$ cat config.mk
export PLATFORM = sky130hd
export DESIGN_NAME = regfile_status
export DESIGN_NICKNAME = d
export VERILOG_FILES = /design/src/rtl/regfile_status.sv
export SDC_FILE = /design/constraint.sdc
export NUM_CORES = 2
export LEC_CHECK = 0
export ABC_CLOCK_PERIOD_IN_PS = 88300
export BUFFER_PORTS_ARGS = -buffer_cell sky130_fd_sc_hd__buf_4
export CAP_MARGIN = 20
export CORE_MARGIN = 2
export CORE_UTILIZATION = 45
export DETAILED_ROUTE_END_ITERATION = 10
export PLACE_DENSITY = 0.6
export SLEW_MARGIN = 20
export SYNTH_ARGS = -nofsm -noshare
export SYNTH_HDL_FRONTEND = slang
export SYNTH_SLANG_ARGS = --single-unit
$ cat constraint.sdc
create_clock -name clk -period 88.3 [get_ports clk]
set_clock_uncertainty 0.1 [all_clocks]
set_input_delay 26.49 -clock clk [delete_from_list [all_inputs] [get_ports clk]]
set_output_delay 26.49 -clock clk [all_outputs]
set_load 0.01 [all_outputs]
$ cat src/rtl/regfile_status.sv
// Register file (two combinational read ports, one write port) plus Z/N status flags.
// Optional macro REGFILE_WRITE_BYPASS_EN forwards same-cycle write data and flags to the outputs.
module regfile_status #(
  parameter int DATA_W   = 32,
  parameter int ADDR_W   = 5,
  parameter int ZERO_REG = 1
) (
  input  logic              clk,
  input  logic              reset,
  input  logic [ADDR_W-1:0] rs_addr,
  input  logic [ADDR_W-1:0] rt_addr,
  output logic [DATA_W-1:0] rs_data,
  output logic [DATA_W-1:0] rt_data,
  input  logic              wr_en,
  input  logic [ADDR_W-1:0] wr_addr,
  input  logic [DATA_W-1:0] wr_data,
  input  logic              flag_we,
  input  logic              zin,
  input  logic              nin,
  output logic              zflag,
  output logic              nflag
);

  localparam int DEPTH = 2 ** ADDR_W;

  logic [DATA_W-1:0] mem [DEPTH];
  logic              z_q;
  logic              n_q;
  logic              wr_ok;
  logic              rs_is_zero;
  logic              rt_is_zero;

  // Writes aimed at a hardwired-zero register 0 never touch storage.
  assign wr_ok      = wr_en && !((ZERO_REG != 0) && (wr_addr == '0));
  assign rs_is_zero = (ZERO_REG != 0) && (rs_addr == '0);
  assign rt_is_zero = (ZERO_REG != 0) && (rt_addr == '0);

  always_ff @(posedge clk or posedge reset) begin
    if (reset) begin
      for (int i = 0; i < DEPTH; i++) begin
        mem[i] <= '0;
      end
    end else if (wr_ok) begin
      mem[wr_addr] <= wr_data;
    end
  end

  always_ff @(posedge clk or posedge reset) begin
    if (reset) begin
      z_q <= 1'b0;
      n_q <= 1'b0;
    end else if (flag_we) begin
      z_q <= zin;
      n_q <= nin;
    end
  end

`ifdef REGFILE_WRITE_BYPASS_EN
  logic fwd_ok;

  // Forwarding is suppressed under reset so reads stay zero while reset is held.
  assign fwd_ok = wr_ok && !reset;

  always_comb begin
    rs_data = rs_is_zero ? '0 : mem[rs_addr];
    rt_data = rt_is_zero ? '0 : mem[rt_addr];
    if (fwd_ok && (wr_addr == rs_addr)) begin
      rs_data = wr_data;
    end
    if (fwd_ok && (wr_addr == rt_addr)) begin
      rt_data = wr_data;
    end
  end

  assign zflag = (flag_we && !reset) ? zin : z_q;
  assign nflag = (flag_we && !reset) ? nin : n_q;
`else
  always_comb begin
    rs_data = rs_is_zero ? '0 : mem[rs_addr];
    rt_data = rt_is_zero ? '0 : mem[rt_addr];
  end

  assign zflag = z_q;
  assign nflag = n_q;
`endif

endmodule

# Yosys cells after proc, flatten, opt, wreduce, memory -nomap -nowiden
# Cells that the tools add are included.
[op_classes] order_cmp=4 n_mux=11 bitwise=3 reduce_logical=6
[ops] op="$bwmux W1024" count=1
[ops] op="$bmux W32 S5" count=2
[ops] op="$mux W32" count=7
[ops] op="$demux W32 S5" count=1
[ops] op="$ge A6 B6 Y1 const B" count=3
[ops] op="$not A5 Y6" count=3
[ops] op="$logic_not A5 Y1" count=3
[ops] op="$lt A6 B1 Y1 const B" count=1
[ops] op="$logic_and A1 B1 Y1" count=2
[ops] op="$logic_not A1 Y1" count=1
[totals] regBits=1026

# Depth between registers and ports, before layout
[depth] depth_word=6 depth_mapped=7 depth_no_buf=4

# Worst setup path after synthesis
# Ideal clock, no wire load.
[synth_path] path_kind="in2out" from="input rs_addr[1]" to="output rs_data[10]" t_arrival_ns=27.807 t_required_ns=61.710 setup_slack_ns=33.903 cell_stages=7 cell_sequence="buf_6 -> buf_8 -> nor2b_4 -> buf_2 -> a221oi_1 -> o21ai_1 -> a311oi_1"
[synth_via] elab_chain_len=5 elab_cells_between_ends=6
[synth_lines] element="start: declaration" line="10" source="input logic [ADDR_W-1:0] rs_addr,"
[synth_lines] element="$not A5 Y6 (implied by the code)" line="79" source="rs_data = rs_is_zero ? '0 : mem[rs_addr];"
[synth_lines] element="$bmux W32 S5" line="79"
[synth_lines] element="$mux W32 (implied by the code) (2 in series)" line="79"
[synth_lines] element="$mux W32 (*)" line="79"
[synth_lines] element="end: declaration" line="12" source="output logic [DATA_W-1:0] rs_data,"
# Every way passes the cells marked *; elsewhere a longest branch is shown, timed or not. The select of a mux whose other input is x is not followed.

# Final worst setup path
[layout_path] from="input rs_addr[1]" to="output rs_data[20]"
# Same word-level chain as after synthesis.

==> impl_metrics.yaml <==
status:
  status: "complete, no violations"
global_route:
  antenna_found_initial: 6
  grt_first_pass_wirelength_um: 253000
  grt_max_degree: 162
  grt_overflow: 0
  grt_pass1_vias: 34600
  groute.usage.overall: 0.277
die:
  start_util: 0.452
  io_pins: 119
  coreArea_um2: 122000
  chipHeight_um: 354
  die-area_um2: 125000
  placementRows: 128
  die_x_um: 354
clock_network:
  cts_repair_resize_count: 0
  cts_tree: "yes"
  clockRootBuffer: "clkbuf_16"
  cts_buffers: 114
  cts_hold_buf: 0
  post_cts_buffers: 0
  htreeDepth: 3
  cts_sinks: 1026
  worstSkewPairLatency_ns: 0.72
  path_clk_slew_ns: 0.06
  ctsLongestPathBuffers: 3
cells_and_area:
  multi_input_area_um2: 27200
  fin_area_um2: 60100
  area_delta_synth_final_pct: 9.34
  seqCellArea_um2: 25700
  final_cells: 5218
  final_layout_size_suffix_gt1_frac: 0.516
  nets: 3552
  fillers: 10400
route:
  drtPass1Iterations: 5
  vias: 34000
  ant_nets: 0
  dr.first_iter.drc_count: 2741
  wirelength_um: 172000
  drc: 0
  via_per_inst: 6.53
  wl_per_cell_um: 32.9
worst_hold_path:
  holdPathStages: 0
  hold_path_class: "reg2reg"
timing:
  post-route-min-period_ns: 57.50
  tns_ns: 0
  maxSlewHeadroom: 0.222
  tightest_slew_ns: 1.17
  fin_crit_sh: 0.651
  grt_setup_unrepaired: "false"
  final-hold-violation-count: 0
  clock.fmax_ghz: 0.0174
  final-max-slew-violation-count: 0
  setup_viol: 0
power:
  p_leak_nw: 25.8
  irDropWorstVdd_mv: 0.0157
  power.total_w: 0.00137
  powerDensity_nw_per_um2: 22.7
synthesis:
  synth-async-reset-ratio: 1.00
  ys_seq_elements: 1026
  ys_warn_count: 0
  synthFlopType: "dfrtp_1"
  synth.net_count: 3671
  avgSynthCellArea_um2: 15.2
  synth_edf_count: 0
  ys_seq_area_frac: 0.467
  synthesis.area_um2: 55000
  synth_cell_types: 39
  synthCells: 3618
placement:
  hpwl_um: 91700
  io_buffers: 118
  gp_congestion: 0.780
  placed_cell_area_um2: 56400
  post-place-cells: 5008
setup_path:
  crit_path_end_kind: "primary output"
  critPathMaxFanout: 61
  r2r_cells: 1
  cp-start-kind: "input port"
  worstPathRequired_ns: 61.71
  crit_type: "in2out"
  cp_data_arrival_time_ns: 30.91
job:
  maxCapViolations: 0
==> worst paths after layout <==
path,start,to,slack [ns]
max reg2reg,mem[621]$_DFFE_PP0P_,mem[621]$_DFFE_PP0P_,87.39
min in group asynchronous,reset,mem[637]$_DFFE_PP0P_,25.75
min reg2reg,mem[1000]$_DFFE_PP0P_,mem[1000]$_DFFE_PP0P_,0.29
max,rs_addr[1],rs_data[20],30.80
min,mem[1000]$_DFFE_PP0P_,mem[1000]$_DFFE_PP0P_,0.29
max in group asynchronous,reset,mem[766]$_DFFE_PP0P_,59.36
==> worst max-delay path, stage by stage <==
cell	delay (ns)
buf_8	0.48
buf_4	0.71
buf_4	0.81
buf_4	0.82
mux4_2	0.59
o21ai_0	0.40
a311oi_1	0.24
buf_4	0.21
==> cell usage after synthesis (all sizes together), types with 3 or more instances <==
master	number	share of area
nor2	23	0.0021
mux2i	128	0.023
a311oi	64	0.010
o2111ai	18	0.0029
o21ai	110	0.010
nand3b	4	0.00055
buf	248	0.031
dfrtp	1026	0.47
a211oi	64	0.0087
a221oi	46	0.0074
or2	3	0.00034
mux2	1058	0.22
nand2	52	0.0035
inv	3	0.00020
mux4	448	0.19
nor2b	68	0.0080
a22oi	64	0.0087
nor3b	4	0.00055
clkbuf	175	0.012
==> stage by stage <==
| stage | utilization | worst slack [ns] | hold slack [ns] |
|---|---|---|---|
| 2_1_floorplan | - | 32.84 | 0.338 |
| 3_3_place_gp | 0.464 | 30.71 | 0.277 |
| 3_5_place_dp | 0.464 | 30.68 | 0.283 |
| 4_1_cts | 0.494 | 30.67 | 0.296 |
| 5_1_grt | 0.495 | 30.47 | 0.309 |
| 6_report | 0.495 | 30.80 | 0.291 |
==> logic make-up after synthesis <==
kind of cell	synth area share
compound gates	0.0480
buf+inv	0.0431
flops	0.467
mux	0.425
simple gates	0.0167
==> layout by cell type, fill, tap and decap left out, drive strengths merged <==
master	count
a211oi	64
a221oi	46
a22oi	64
a311oi	64
and2	2
and3	1
and3b	1
buf	188
bufinv	4
clkbuf	175
clkinv	24
clkinvlp	3
dfrtp	1026
diode	1
inv	6
mux2	1058
mux2i	128
mux4	448
nand2	52
nand2b	2
nand3	2
nand3b	4
nor2	23
nor2b	68
nor3	1
nor3b	4
o2111ai	18
o21ai	110
or2	3
or3b	1
or4	2
==> report_power, final <==
part	switching (W)	internal [W]	total, W
combinational	0.000107	0.000163	0.000270
sequential	0.0000617	0.000560	0.000621
clock	0.000200	0.000274	0.000474
total	0.000369	0.000996	0.00137
==> sequential cells by signal, indices dropped and copies added (netlist names) <==
| signal | count |
|---|---|
| zflag | 1 |
| mem | 1024 |
| nflag | 1 |
==> per-layer routing <==
layer,wire length [µm],share of wire,global-route usage,vias to the layer above
li1,-,-,-,13800
met1,73900,0.43,0.388,18800
met2,82700,0.48,0.445,1076
met3,9480,0.055,0.0402,294
met4,5650,0.033,0.0917,6
met5,38,0.00022,0,-
==> final cells by class <==
type	count	share of cell area
tap	1625	0.0338
multi-input combinational	2166	0.452
timing repair buffer	188	0.0249
clock inverter	34	0.00554
clock buffer	175	0.0561
inverter	3	0.000395
sequential	1026	0.427
antenna	1	0.0000416
(Power assumes the default switching activity.)
